`config.mk`:
```
export PLATFORM = sky130hd
export DESIGN_NAME = mmp_iddmm_col_acc128
export DESIGN_NICKNAME = d
export VERILOG_FILES = /design/src/rtl/mmp_iddmm_pkg.sv /design/src/rtl/mmp_iddmm_col_acc128.sv
export SDC_FILE = /design/constraint.sdc
export NUM_CORES = 2
export LEC_CHECK = 0
export CAP_MARGIN = 40
export CORE_MARGIN = 1
export CORE_UTILIZATION = 45
export DETAILED_ROUTE_END_ITERATION = 7
export GPL_TIMING_DRIVEN = 0
export HOLD_SLACK_MARGIN = 0.03
export MAX_ROUTING_LAYER = met4
export PLACE_DENSITY = 0.74
export SLEW_MARGIN = 30
export SYNTH_ARGS = -nofsm -noshare
export SYNTH_HDL_FRONTEND = slang
export SYNTH_SLANG_ARGS = --single-unit
```
`constraint.sdc`:
```
create_clock -name clk -period 6.2 [get_ports clk]
set_clock_uncertainty 0.15 [all_clocks]
set_input_delay 1.24 -clock clk [delete_from_list [all_inputs] [get_ports clk]]
set_output_delay 1.24 -clock clk [all_outputs]
set_load 0.02 [all_outputs]
```
`src/rtl/mmp_iddmm_pkg.sv`:
```
`default_nettype none
// ============================================================================
// Module      : mmp_iddmm_pkg
// Description : Shared constants and state encoding for the IDDMM datapath
//               (word/product widths, default operand length, column
//               accumulator FSM states).
// Revision    : 1.0 - initial release
// ============================================================================
package mmp_iddmm_pkg;

    localparam int WORD_W      = 128;   // result word width
    localparam int PROD_W      = 256;   // multiplier product width
    localparam int N_WORDS_DEF = 32;    // default operand length in words

    typedef enum logic [1:0] {
        ST_IDLE  = 2'd0,
        ST_ACC   = 2'd1,
        ST_FLUSH = 2'd2
    } acc_state_t;

endpackage : mmp_iddmm_pkg
`default_nettype wire

```
`src/rtl/mmp_iddmm_col_acc128.sv`:
```
`default_nettype none
// ============================================================================
// Module      : mmp_iddmm_col_acc128
// Description : Product-scanning (Comba) column accumulator. Sums all 256-bit
//               products of one column, emits the low 128-bit word when the
//               column closes, carries the upper bits into the next column and
//               flushes the final top word. Emits 2*N_WORDS words in total.
// Ports       : clk, rst_n (async, active low)
//               start            - 1-cycle pulse, clears state and enters ACC
//               prod_valid/prod_in - product stream (no backpressure)
//               col_end          - current cycle closes the current column
//               out_valid/out_word/out_idx - result word stream
//               busy             - high while accumulating or flushing
//               done             - pulse with the last (top) word
//               err              - sticky protocol/overflow error
// Latency     : out_valid is registered one cycle after the col_end cycle.
// Revision    : 1.0 - initial release
// ============================================================================
module mmp_iddmm_col_acc128
    import mmp_iddmm_pkg::*;
#(
    parameter int N_WORDS = N_WORDS_DEF,
    parameter int ACC_W   = PROD_W + $clog2(N_WORDS) + 2
) (
    input  logic                          clk,
    input  logic                          rst_n,
    input  logic                          start,
    input  logic                          prod_valid,
    input  logic [PROD_W-1:0]             prod_in,
    input  logic                          col_end,
    output logic                          out_valid,
    output logic [WORD_W-1:0]             out_word,
    output logic [$clog2(2*N_WORDS)-1:0]  out_idx,
    output logic                          busy,
    output logic                          done,
    output logic                          err
);

    localparam int                 c_IDX_W    = $clog2(2*N_WORDS);
    // Last column closed inside ACC; the top word comes from FLUSH.
    localparam logic [c_IDX_W-1:0] c_LAST_COL = c_IDX_W'(2*N_WORDS - 2);
    localparam logic [c_IDX_W-1:0] c_TOP_IDX  = c_IDX_W'(2*N_WORDS - 1);

    acc_state_t           r_state;
    logic [ACC_W-1:0]     r_acc;
    logic [c_IDX_W-1:0]   r_col_cnt;

    logic [PROD_W-1:0]    w_addend;
    logic [ACC_W:0]       w_sum;       // one extra bit to catch wrap-around
    logic [ACC_W-1:0]     w_sum_shr;

    assign w_addend  = prod_valid ? prod_in : '0;
    assign w_sum     = {1'b0, r_acc} + (ACC_W+1)'(w_addend);
    assign w_sum_shr = w_sum[ACC_W-1:0] >> WORD_W;

    assign busy = (r_state != ST_IDLE);

    always_ff @(posedge clk or negedge rst_n) begin
        if (!rst_n) begin
            r_state   <= ST_IDLE;
            r_acc     <= '0;
            r_col_cnt <= '0;
            out_valid <= 1'b0;
            out_word  <= '0;
            out_idx   <= '0;
            done      <= 1'b0;
            err       <= 1'b0;
        end else begin
            out_valid <= 1'b0;
            done      <= 1'b0;

            if (start) begin
                // Start wins over any coincident product or column end.
                r_state   <= ST_ACC;
                r_acc     <= '0;
                r_col_cnt <= '0;
                err       <= 1'b0;
            end else begin
                case (r_state)
                    ST_IDLE: begin
                        if (prod_valid || col_end) begin
                            err <= 1'b1;
                        end
                    end

                    ST_ACC: begin
                        if (w_sum[ACC_W]) begin
                            err <= 1'b1;
                        end
                        if (col_end) begin
                            out_word  <= w_sum[WORD_W-1:0];
                            out_idx   <= r_col_cnt;
                            out_valid <= 1'b1;
                            r_acc     <= w_sum_shr;
                            r_col_cnt <= r_col_cnt + c_IDX_W'(1);
                            if (r_col_cnt == c_LAST_COL) begin
                                r_state <= ST_FLUSH;
                            end
                        end else begin
                            r_acc <= w_sum[ACC_W-1:0];
                        end
                    end

                    ST_FLUSH: begin
                        out_word  <= r_acc[WORD_W-1:0];
                        out_idx   <= c_TOP_IDX;
                        out_valid <= 1'b1;
                        done      <= 1'b1;
                        // Anything above the top word means the result did
                        // not fit into 2*N_WORDS words.
                        if (|r_acc[ACC_W-1:WORD_W]) begin
                            err <= 1'b1;
                        end
                        r_state <= ST_IDLE;
                    end

                    default: begin
                        r_state <= ST_IDLE;
                    end
                endcase
            end
        end
    end

endmodule : mmp_iddmm_col_acc128
`default_nettype wire

```
==> impl_results.md <==
- Final Hold Fails: 0
- Number of port buffers: between 300 and 400
- Largest family of logic cells by synthesized area: compound AO/OA/AOI/OAI gates
- Synth Flop Type: dfrtp_1
- Fillers: ~7,900
- Worst vdd ir: between 0.3 and 0.4 mV
- Vias in the first global route: 42,100
- Crit-path cells: buf_6, buf_6, buf_12, clkbuf_2, and2_1, ha_1, nand2_1, o21ai_1, a21oi_1, o311a_1, o211a_1, o211ai_1, buf_4, a211oi_1, o21ai_2, a31o_2, a21o_1, a21oi_1, o21ai_2, a21boi_2, xnor2_2, buf_4, nor2_1, a2111oi_1
- Crit. End Element: register
- F_max: around 160 MHz
- Starting Density: 45.5%
- CP startpoint kind: primary input
- Slew Limit Fails: 0
- RSZ-0062 raised after global routing: yes
- First-pass DRT Iterations: 6
- Crit path time final: 6240 ps
- Ports: around 400
- First-iteration detailed-routing DRC count: 5,381
- Sequential share of the synthesized area: roughly 27%
- DRC: 0
- Cell variety after synth: 86
- Core area: around 0.084 sq mm
- Violated checks: negative setup slack
- Gpl congestion: 1.07
- Inst Count DP: roughly 6,800
- Gr usage total: between 40% and 50%
- CTS Sinks: roughly 410
- Worst Path Max Fanout: 10
- Worst Tran Pin Value: between 1000 and 1500 ps
- Ys async rst share: 100%
- H-tree lvl count: 2
- Initial antenna violation count: 9
- EDFF count, synth: 0
- Post-route setup slack: -39.6 ps
- First-pass GRT wire length: just under 300,000 microns
- LEAKAGE: a little over 0.02 uW
- FF/Latch Area: 0.0102 sq mm
- Routed WL per cell: about 30 microns
- Bufs on Longest Clock Path: 3
- Die H: approximately 290 microns
- Final nets: around 6,200
- Largest net degree at the start of global routing: 87
- Worst-path clk slew: ~60 ps
- Avg Inst Size Synth: between 7 and 8 sq um
- DP Area: between 0.04 and 0.05 sq mm
- Required time worst endpoint: around 6500 ps
- Yosys warns: 0
- Via density: around 6.5
- Netlist Area Pre-Place: around 0.038 sq mm
- Fin area: roughly 0.048 sq mm
- Slowest CP cell: ha_1
- Critical Path AT: between 6000 and 7000 ps
- Die area: 0.0858 sq mm
- Synth Register Bits: 408
- Syn-to-layout area delta: 25.6%
- Slew margin rel.: between 20% and 30%
- Delay of the slowest critical-path stage: roughly 460 ps
- Area of the multi-input gates: ~0.028 sq mm
- Compound-gate portion of the synthesized area: 29.5%
- Layout Cells excl Fill: 6,908
- Synth Instances: just over 5,000
- Max-Cap Viols: 0
- Routed WL: ~210,000 microns
- Root buf cell: clkbuf_16
- Rows: roughly 110
- Hpwl dp: 169,000 microns
- Mux share of post-synthesis cell area: less than 1%
- Synth Area in Simple Gates: roughly 24%
- Status: finished, violations left
- Vias: roughly 45,000
- Fin Hold WS: ~320 ps
- Setup violators final: 2
- Adder-cell area share of the yosys netlist: between 8 and 9%
- Crit share post-route: 101%
- Mapped Nets: 5,715
- Synth Area in XOR/XNOR: roughly 6.0%
- Die Wd: between 200 and 300 microns
- Routed Antenna Nets: 0
- Number of CTS-inserted buffers: 50
- Worst-Skew Late Latency: 660 ps
- Hold_buf cts: 0
- Share of cells above drive strength 1: approximately 8.4%
- CTS tree: built
- Gr ovfl total: 0
- Hold Path Class: in2async
- Critical path type: in2reg
- Pwr per Cell Area: roughly 300 mW/mm^2
cells in the final DEF (no fill, tap or decap), drive strengths merged, types with 16 or more instances in the layout:
cell type,count
a21oi,660
a31oi,50
a22o,114
nor2,626
nor2b,20
inv,91
nor4,61
nand2,573
o21ai,482
a211oi,63
xnor2,153
and2,267
nand4,178
nor3,138
and3,16
clkbuf,342
o31ai,31
ha,261
nand2b,16
buf,145
dfrtp,408
mux2i,17
xor2,109
a21o,132
clkdlybuf4s50,395
nand3,57
o211ai,17
o21bai,91
o21a,42
a21boi,25
critical path, delay by kind of cell:
family / cells / cell delay (ps)
buffers and inverters: 6 / 1030
adders and majority gates: 1 / 460
xor gates and xnor gates: 1 / 170
and+or+nand+nor: 3 / 460
AOI/OAI and AO/OA: 13 / 3190
per-layer routing:
| layer | global-route usage (%) | part of all wire, % |
|---|---|---|
| met3 | 8.04 | 9.3 |
| met2 | 69.0 | 42 |
| met1 | 60.3 | 40 |
| met5 | - | 0 |
| met4 | 35.9 | 9.2 |
final timing paths:
path / start / to / slack (ps) / cells past startpoint
setup / recovery: prod_valid / r_acc[109]$_DFFE_PN0P_ / -40 / 24
hold / removal: rst_n / r_acc[164]$_DFFE_PN0P_ / 320 / 1
setup reg to reg: r_acc[134]$_DFFE_PN0P_ / r_acc[104]$_DFFE_PN0P_ / 860 / 16
hold reg to reg: out_word[31]$_DFFE_PN0P_ / out_word[31]$_DFFE_PN0P_ / 330 / 2
max in group asynchronous: rst_n / out_word[96]$_DFFE_PN0P_ / 4370 / 3
min in group clk: out_word[31]$_DFFE_PN0P_ / out_word[31]$_DFFE_PN0P_ / 330 / 2
timing repair:
| item | in CTS | in global routing |
|---|---|---|
| cloned | 0 | 1 |
| setup buffers | 49 | 23 |
| pin swaps | 46 | 44 |
| gates resized for setup | 199 | 108 |
| setup endpoints to repair | 314 | 129 |
Yosys cell counts (all sizes together) (17+ instances only):
| library cell | instances | area (sq um) |
|---|---|---|
| a21oi | 660 | 3310 |
| nor2 | 626 | 2350 |
| nand2 | 573 | 2150 |
| o21ai | 482 | 2410 |
| dfrtp | 408 | 10200 |
| clkbuf | 323 | 1210 |
| and2 | 267 | 1670 |
| ha | 261 | 3270 |
| nand4 | 178 | 1110 |
| xnor2 | 153 | 1340 |
| nor3 | 138 | 691 |
| a21o | 132 | 991 |
| a22o | 114 | 998 |
| xor2 | 109 | 955 |
| o21bai | 91 | 683 |
| inv | 86 | 323 |
| a211oi | 63 | 473 |
| nor4 | 61 | 397 |
| nand3 | 57 | 285 |
| a31oi | 50 | 334 |
| o21a | 42 | 315 |
| o31ai | 31 | 265 |
| a21boi | 25 | 188 |
| nor2b | 20 | 125 |
| mux2i | 17 | 170 |
| o211ai | 17 | 128 |
flip-flops by register name, indices dropped and copies added, names as in the netlist:
| register | cells |
|---|---|
| done | 1 |
| err | 1 |
| out_idx | 6 |
| out_valid | 1 |
| out_word | 128 |
| r_acc | 263 |
| r_col_cnt | 6 |
| r_state | 2 |
cell type report:
class / instances / share of cell area (%)
multi-input combinational: 4359 / 57.8
antenna: 9 / 0.0471
timing repair buffer: 530 / 10.9
sequential: 408 / 21.3
inverter: 87 / 0.682
buffer: 287 / 2.49
clock inverter: 28 / 0.766
clock buffer: 66 / 2.99
tap: 1134 / 2.97
kinds of logic (layout without fill, tap and decap cells):
kind of cell	Yosys count	count (layout)
compound gates	1826	1826
xor+xnor	262	262
fa+ha+maj	262	262
buf+inv	425	998
flops	408	408
mux	17	17
other cells	0	9
simple gates	1992	1992
metrics by stage:
stage                     power, uW  setup TNS, ps  utilization, %  setup WS [ps]
final                         14600          -40.8            57.2          -39.6
after global routing          15100           -212            57.2          -43.9
after CTS                     14200          -28.7            56.4          -14.9
after detailed placement      10800        -607800            52.8          -3170
after global placement        10600       -7110860            52.0         -15030
after floorplan                7590              0               -            349
power by group:
group	internal [uW]	switching [uW]
sequential	3360	684
clock	1900	1400
combinational	2580	4630
total	7830	6720
(Power assumes the default switching activity.)
